$ cat src/rtl/gcd_operand_sequencer.sv
// gcd_operand_sequencer: buffers operand pairs in a 2-entry FIFO, drives the
// GCD core's shared operand bus A-then-B with a one-cycle start, waits for the
// core's done rising edge and returns the result over a valid/ready stream.
// Pairs with a zero operand are answered locally without starting the core.
// Optional build macro: GCD_SEQ_TIMEOUT_EN adds a WAIT watchdog (TO_CYCLES).
module gcd_operand_sequencer #(
    parameter int WIDTH     = 16,
    parameter int TO_CYCLES = 1023
) (
    input  logic             clk,
    input  logic             rst_n,
    input  logic             in_valid,
    output logic             in_ready,
    input  logic [WIDTH-1:0] in_a,
    input  logic [WIDTH-1:0] in_b,
    output logic             gcd_start,
    output logic [WIDTH-1:0] gcd_data,
    input  logic             gcd_done,
    input  logic [WIDTH-1:0] gcd_result,
    output logic             res_valid,
    input  logic             res_ready,
    output logic [WIDTH-1:0] res_data,
    output logic             res_err,
    output logic             busy
);

    typedef struct packed {
        logic [WIDTH-1:0] a;
        logic [WIDTH-1:0] b;
    } pair_t;

    typedef enum logic [2:0] {IDLE, LOAD_A, LOAD_B, WAIT, OUT} state_t;

    state_t     state_q, state_d;
    pair_t      fifo_q [2];
    logic       wr_ptr_q, rd_ptr_q;
    logic [1:0] count_q;
    pair_t      head, op_q;
    logic       push, pop, bypass;
    logic       done_q, done_rise, to_hit;

    assign head      = fifo_q[rd_ptr_q];
    assign in_ready  = (count_q != 2'd2);
    assign push      = in_valid && in_ready;
    // The FIFO only drains when the FSM leaves IDLE, so one pair is in flight.
    assign pop       = (state_q == IDLE) && (count_q != 2'd0);
    assign bypass    = (head.a == '0) || (head.b == '0);
    // Only a fresh done edge counts; a level left over from a prior run is ignored.
    assign done_rise = gcd_done && !done_q;

    // FIFO storage, no reset needed: occupancy is tracked by count_q
    always_ff @(posedge clk) begin
        if (push) fifo_q[wr_ptr_q] <= {in_a, in_b};
    end

    // FIFO pointers and occupancy; simultaneous push and pop leaves count unchanged
    always_ff @(posedge clk or negedge rst_n) begin
        if (!rst_n) begin
            wr_ptr_q <= 1'b0;
            rd_ptr_q <= 1'b0;
            count_q  <= 2'd0;
        end else begin
            if (push) wr_ptr_q <= !wr_ptr_q;
            if (pop)  rd_ptr_q <= !rd_ptr_q;
            case ({push, pop})
                2'b10:   count_q <= count_q + 2'd1;
                2'b01:   count_q <= count_q - 2'd1;
                default: ;
            endcase
        end
    end

    // FSM state register
    always_ff @(posedge clk or negedge rst_n) begin
        if (!rst_n) state_q <= IDLE;
        else        state_q <= state_d;
    end

    // Next state. OUT->IDLE->LOAD_A keeps two cycles between a done capture
    // and the next start, which the core needs to drop done and return idle.
    always_comb begin
        state_d = state_q;
        case (state_q)
            IDLE:    if (pop) state_d = bypass ? OUT : LOAD_A;
            LOAD_A:  state_d = LOAD_B;
            LOAD_B:  state_d = WAIT;
            WAIT:    if (done_rise || to_hit) state_d = OUT;
            OUT:     if (res_ready) state_d = IDLE;
            default: state_d = IDLE;
        endcase
    end

    assign gcd_start = (state_q == LOAD_A);
    assign res_valid = (state_q == OUT);
    assign busy      = (state_q != IDLE) || (count_q != 2'd0);

    // Operand bus mux, decoded from state over registered operands only
    always_comb begin
        gcd_data = '0;
        if (state_q == LOAD_A)      gcd_data = op_q.a;
        else if (state_q == LOAD_B) gcd_data = op_q.b;
    end

    // Operand latch, done edge tracker and result register
    always_ff @(posedge clk or negedge rst_n) begin
        if (!rst_n) begin
            done_q   <= 1'b0;
            op_q     <= '0;
            res_data <= '0;
        end else begin
            done_q <= gcd_done;
            if (pop) begin
                op_q <= head;
                // gcd(0,x) = x and gcd(0,0) = 0 both fall out of A|B
                if (bypass) res_data <= head.a | head.b;
            end
            if (state_q == WAIT) begin
                if (done_rise)   res_data <= gcd_result;
                else if (to_hit) res_data <= '0;
            end
        end
    end

`ifdef GCD_SEQ_TIMEOUT_EN
    localparam int TW = (TO_CYCLES > 1) ? $clog2(TO_CYCLES) : 1;

    logic [TW-1:0] wd_q;

    // wd_q holds the number of WAIT cycles already spent; the limit fires on
    // the TO_CYCLES-th WAIT cycle, and a done edge in that cycle takes priority.
    assign to_hit = (state_q == WAIT) && !done_rise && (wd_q == TW'(TO_CYCLES - 1));

    // Watchdog counter and abort flag
    always_ff @(posedge clk or negedge rst_n) begin
        if (!rst_n) begin
            wd_q    <= '0;
            res_err <= 1'b0;
        end else begin
            if (state_q == LOAD_B)    wd_q <= '0;
            else if (state_q == WAIT) wd_q <= wd_q + TW'(1);
            if (pop && bypass)                      res_err <= 1'b0;
            else if ((state_q == WAIT) && done_rise) res_err <= 1'b0;
            else if (to_hit)                        res_err <= 1'b1;
        end
    end
`else
    logic unused_to;

    assign to_hit    = 1'b0;
    assign res_err   = 1'b0;
    assign unused_to = (TO_CYCLES == 0);
`endif

endmodule

$ cat config.mk
export PLATFORM = sky130hd
export DESIGN_NAME = gcd_operand_sequencer
export DESIGN_NICKNAME = d
export VERILOG_FILES = /design/src/rtl/gcd_operand_sequencer.sv
export SDC_FILE = /design/constraint.sdc
export NUM_CORES = 1
export LEC_CHECK = 0
export BUFFER_PORTS_ARGS = -buffer_cell sky130_fd_sc_hd__buf_2
export CORE_ASPECT_RATIO = 0.5
export CORE_MARGIN = 5
export CORE_UTILIZATION = 50
export CTS_CLUSTER_SIZE = 30
export DETAILED_ROUTE_END_ITERATION = 10
export PLACE_DENSITY = 0.72
export SYNTH_ARGS = -nofsm -noshare
export SYNTH_HDL_FRONTEND = slang
export SYNTH_SLANG_ARGS = --single-unit
$ cat constraint.sdc
create_clock -name clk -period 4.4 [get_ports clk]
set_input_delay 1.1 -clock clk [delete_from_list [all_inputs] [get_ports clk]]
set_output_delay 1.1 -clock clk [all_outputs]
set_load 0.02 [all_outputs]
Word-level counts from Yosys, hierarchy flattened
Memories as Yosys holds them, arrays and structs flattened.
Cells that the tools add are included.
{"block": "totals", "register_bits": 56, "mem_bits_rw": 64, "in_bits": 53, "out_inout_bits": 37, "elab_cells": 51, "n_memories": 1}
{"block": "classes", "add_sub_neg": 2, "eq_ne": 10, "n_mux": 14, "bitwise": 1, "n_reduce_logical": 15}
{"memory": "fifo_q", "depth": 2, "width": 32, "read_ports": 1, "rd_clocked_by_memory_dff": 0, "write_ports": 1, "line": "35", "text": "pair_t fifo_q [2];"}
{"operator": "16-bit 2-to-1 mux", "n": 6}
{"operator": "16-bit logical NOT", "n": 2}
{"operator": "16-bit OR", "n": 1}
{"operator": "3-bit one-hot mux with 5 select lines", "n": 1}
{"operator": "3-bit 2-to-1 mux", "n": 4}
{"operator": "3-bit by 2-bit == test with 1-bit output (second input constant)", "n": 2}
{"operator": "2-bit inequality test (second input constant)", "n": 3}
{"operator": "2-bit one-hot mux with 2 select lines", "n": 1}
{"operator": "2-bit nonzero test", "n": 2}
{"operator": "3-bit by 1-bit == test with 1-bit output (second input constant)", "n": 1}
{"operator": "3-bit == test (second input constant)", "n": 1}
{"operator": "1-bit logical AND", "n": 3}
{"operator": "1-bit logical NOT", "n": 3}
{"operator": "3-bit logical NOT", "n": 1}
{"operator": "3-bit AND reduction", "n": 1}
{"operator": "3-bit nonzero test", "n": 1}
{"operator": "2-bit by 1-bit adder with 2-bit output (second input constant)", "n": 1}
{"operator": "2-bit by 1-bit == test with 1-bit output (second input constant)", "n": 1}
{"operator": "2-bit == test (second input constant)", "n": 1}
{"operator": "1-bit logical OR", "n": 2}
{"operator": "1-bit 2-to-1 mux", "n": 2}
{"operator": "2-bit by 1-bit inequality test with 1-bit output (second input constant)", "n": 1}
{"operator": "2-bit by 1-bit subtractor with 2-bit output (second input constant)", "n": 1}

Longest topological paths before layout
An unclocked memory read counts as a cell.
{"block": "logic_depth", "ltp_word": 7, "depth_mapped": 10, "depth_no_buf": 7}

Worst setup path after synthesis
No wires, ideal clock.
{"block": "synth_path", "kind": "input to register", "startpoint": "in in_valid", "endpoint": "mem fifo_q[0][0] (netlist name) (enable)", "setup_ns": 0.421, "arrival_ns": 2.557, "setup_slack_ns": 1.422, "path_stages": 2, "path_buffers": 0, "cell_sequence": "nand2_1 -> nor2_1"}
{"block": "synth_between", "elab_chain_len": 3}
{"element": "start, declared", "line": "12", "text": "input logic in_valid,"}
{"element": "1-bit logical AND", "line": "44", "text": "assign push = in_valid && in_ready;"}
{"element": "1-bit 2-to-1 mux", "line": "53", "text": "if (push) fifo_q[wr_ptr_q] <= {in_a, in_b};"}
{"element": "1-bit 2-to-1 mux (not written as such)", "line": "53"}
{"element": "end, declared", "line": "35"}
Every way passes these cells.

Final worst setup path
{"block": "layout_path", "startpoint": "reg state_q[0]", "endpoint": "out gcd_data[0]"}
{"block": "layout_between", "elab_chain_len": 3, "elab_cells_between_ends": 4, "classes_between": "eq/ne: 2; mux: 2"}
{"element": "start, declared", "line": "34", "text": "state_t state_q, state_d;"}
{"element": "start signal, assigned", "line": "76", "text": "else state_q <= state_d;"}
{"element": "3-bit by 2-bit == test with 1-bit output", "line": "101", "text": "else if (state_q == LOAD_B) gcd_data = op_q.b;"}
{"element": "16-bit 2-to-1 mux", "line": "101"}
{"element": "16-bit 2-to-1 mux (*)", "line": "100", "text": "if (state_q == LOAD_A) gcd_data = op_q.a;"}
{"element": "end, declared", "line": "17", "text": "output logic [WIDTH-1:0] gcd_data,"}
Every way passes the cells marked *; elsewhere a longest branch is shown, timed or not.

==> flow_summary.yaml <==
run_status:
  outcome: "complete, no violations"
cts:
  clk_latency_ns: 0.42
  clkTransAtPathRegs_ns: 0.06
  post_cts_buffers: 0
  clock_path_buffers: 2
  cts_hold_buf: 0
  cts-root-buf: "clkbuf_16"
  cts_buffers: 17
  cts-htree-levels: 4
  cts_tree: "yes"
  post_cts_resized: 0
  clock-sinks: 120
grt:
  grt_pass1_wl_mm: 20.6
  grt_usage: 0.219
  grt_max_degree: 49
  grt_pass1_vias: 3669
  grt_overflow: 0
  antenna_found_initial: 0
floorplan:
  core_um2: 10200
  die_area_um2: 12700
  dieHeight_um: 82.4
  start_util: 0.512
  io_pins: 90
  rows: 26
  die_x_um: 155
timing:
  period_needed_ns: 3.35
  grt_setup_unrepaired: "false"
  setup_viol: 0
  maxSlewHeadroom: 0.276
  worst_pin_slew_ns: 1.08
  fmax_ghz: 0.298
  clock_skew_ns: 0.0115
  maxSlewViolCount: 0
  hold_viol_final: 0
  fin_tns_setup_ns: 0
  finalCritPeriodShare: 0.762
  fin_ws_ns: 1.05
setup_path:
  worstPathRequired_ns: 3.30
  r2r_cells: 6
  crit_family: "simple AND/OR/NAND/NOR gates"
  cp_cell_sequence: "inv_1, nor3_2, a22o_1, buf_2"
  crit_path_start_kind: "flop"
  worstPathArrival_ns: 2.25
  end_kind: "output pin"
  critPathMaxFanout: 17
  crit_buf_inv: 2
  criticalPathCategory: "flop to output pin"
  crit_slowest_cell: "nor3_2"
  cpPeakStageDelay_ns: 0.86
  worstSetupPathDepth: 4
placement:
  placed_cells: 645
  routabilityCongestion: 0.829
  hpwl_mm: 9.55
  io_buffer_count: 88
  place_ws_ns: 1.47
synthesis:
  synth_edf_count: 64
  ys_types: 34
  ys_ff_latch: 120
  avgSynthCellArea_um2: 11.9
  synth_area_um2: 5240
  synthCells: 441
  synthFlopType: "edfxtp_1"
  synth_nets: 495
  postSynth.asyncResetShare: 0.467
  synth-warning-count: 0
  ys_seq_area_frac: 0.635
final_layout:
  layout_commonest_cell: "buf_2"
  diodes: 0
  layout-area-overhead-vs-synth_pct: 21.7
  final_cell_mix: "buf_2 (88), edfxtp_1 (64), dfrtp_1 (55)"
  fin_cells: 677
  drive_above_1_share: 0.248
  final_core_util: 0.624
  final_nets: 578
power_and_ir_drop:
  switching_share: 0.380
  leakagePower_nw: 2.63
  p_total_w: 0.00496
  p_int_w: 0.00307
  p_seq_frac: 0.388
  vdd_drop_max_v: 0.000305
  pwr-share-comb: 0.323
  clockPowerShare: 0.289
  net-switching-power_w: 0.00188
  p_per_area_nw_per_um2: 778
drt:
  wl_mm: 13.3
  drtPass1Iterations: 5
  drtIter0Drc: 347
  num_vias: 3898
  drc: 0
  antenna_left: 0
  wl_per_cell_um: 19.6
  vias_per_cell: 5.76
worst_hold_path:
  min_path_type: "flop to flop"
  hold_depth: 2
run:
  max_cap_viol_count: 0
==> stage by stage <==
stage	hold slack (ns)	cell area, um^2
after floorplan	0.450	5240
after CTS	0.483	6370
after global placement	0.464	5760
after detailed placement	0.471	5760
after global routing	0.508	6370
final	0.477	6370
==> synth_stat cells, types with 2 or more instances <==
| cell | instances | area [um^2] |
|---|---|---|
| edfxtp_1 | 64 | 1920 |
| dfrtp_1 | 56 | 1400 |
| nor2_1 | 40 | 150 |
| nand2_1 | 38 | 143 |
| o21ai_0 | 33 | 165 |
| mux2i_1 | 32 | 320 |
| a21oi_1 | 18 | 90.1 |
| a31oi_1 | 18 | 113 |
| nor3_1 | 18 | 90.1 |
| a211oi_1 | 17 | 128 |
| a22o_1 | 16 | 140 |
| nor4_1 | 16 | 100 |
| o31ai_1 | 16 | 120 |
| buf_2 | 14 | 70.1 |
| clkbuf_1 | 13 | 48.8 |
| nand4_1 | 4 | 25.0 |
| xnor2_1 | 4 | 35.0 |
| buf_6 | 3 | 33.8 |
| and3_1 | 2 | 12.5 |
| inv_1 | 2 | 7.51 |
| nand2b_1 | 2 | 12.5 |
| nor2b_1 | 2 | 12.5 |
| or2_2 | 2 | 12.5 |
==> routing by layer <==
layer	up-vias	global-route usage	share of wire
li1	1838	-	-
met5	-	0	0
met2	138	0.297	0.40
met3	7	0.0724	0.082
met1	1915	0.333	0.51
met4	0	0.0634	0.0084
==> cell families (layout without fill, tap and decap cells) <==
| family | Yosys count | in the layout | synth area share |
|---|---|---|---|
| compound gates | 120 | 120 | 0.147 |
| xor+xnor | 5 | 5 | 0.00836 |
| fa+ha+maj | 1 | 1 | 0.00239 |
| buf+inv | 33 | 129 | 0.0320 |
| flops | 120 | 120 | 0.635 |
| mux | 32 | 32 | 0.0612 |
| other cells | 1 | 1 | 0.000716 |
| simple gates | 129 | 129 | 0.114 |
==> worst min-delay path: cells and delay by family, from the launching register on <==
kind | cells | cell delay (ns)
AO/OA/AOI/OAI | 1 | 0.06
flip-flops | 1 | 0.34
AND/OR/NAND/NOR | 1 | 0.04
==> power by group through the flow <==
stage          clock, W  sequential, W  combinational (W)
5_1_grt         0.00151        0.00197            0.00177
3_5_place_dp          0        0.00194            0.00159
3_3_place_gp          0        0.00193            0.00156
6_report        0.00143        0.00192            0.00160
4_1_cts         0.00145        0.00191            0.00160
2_1_floorplan         0        0.00189            0.00114
==> state kept, by name, indices dropped and copies added, names as in the netlist <==
name      flops
count_q       2
done_q        1
fifo_q       64
res_data     16
state_q       3
rd_ptr_q      1
wr_ptr_q      1
op_q         32
==> layout make-up <==
class                   instances  area (um^2)
repair buffers                 95          493
fillers                       837         3840
clock inverters                15          190
flip-flops and latches        120         3320
clock buffers                  17          425
well taps                     140          175
multi-input cells             288         1760
inverters                       2         7.51
==> path summary, 6_finish.rpt <==
kind                       slack, ns  startpoint          end
setup / recovery                1.05  state_q[0]  gcd_data[0]
hold / removal                  0.48    op_q[16]     op_q[16]
setup reg to reg                1.89  state_q[1]  res_data[7]
hold reg to reg                 0.48    op_q[16]     op_q[16]
max in group asynchronous       2.81       rst_n     op_q[22]
min in group asynchronous       0.78       rst_n      op_q[8]
(Power assumes the default switching activity.)
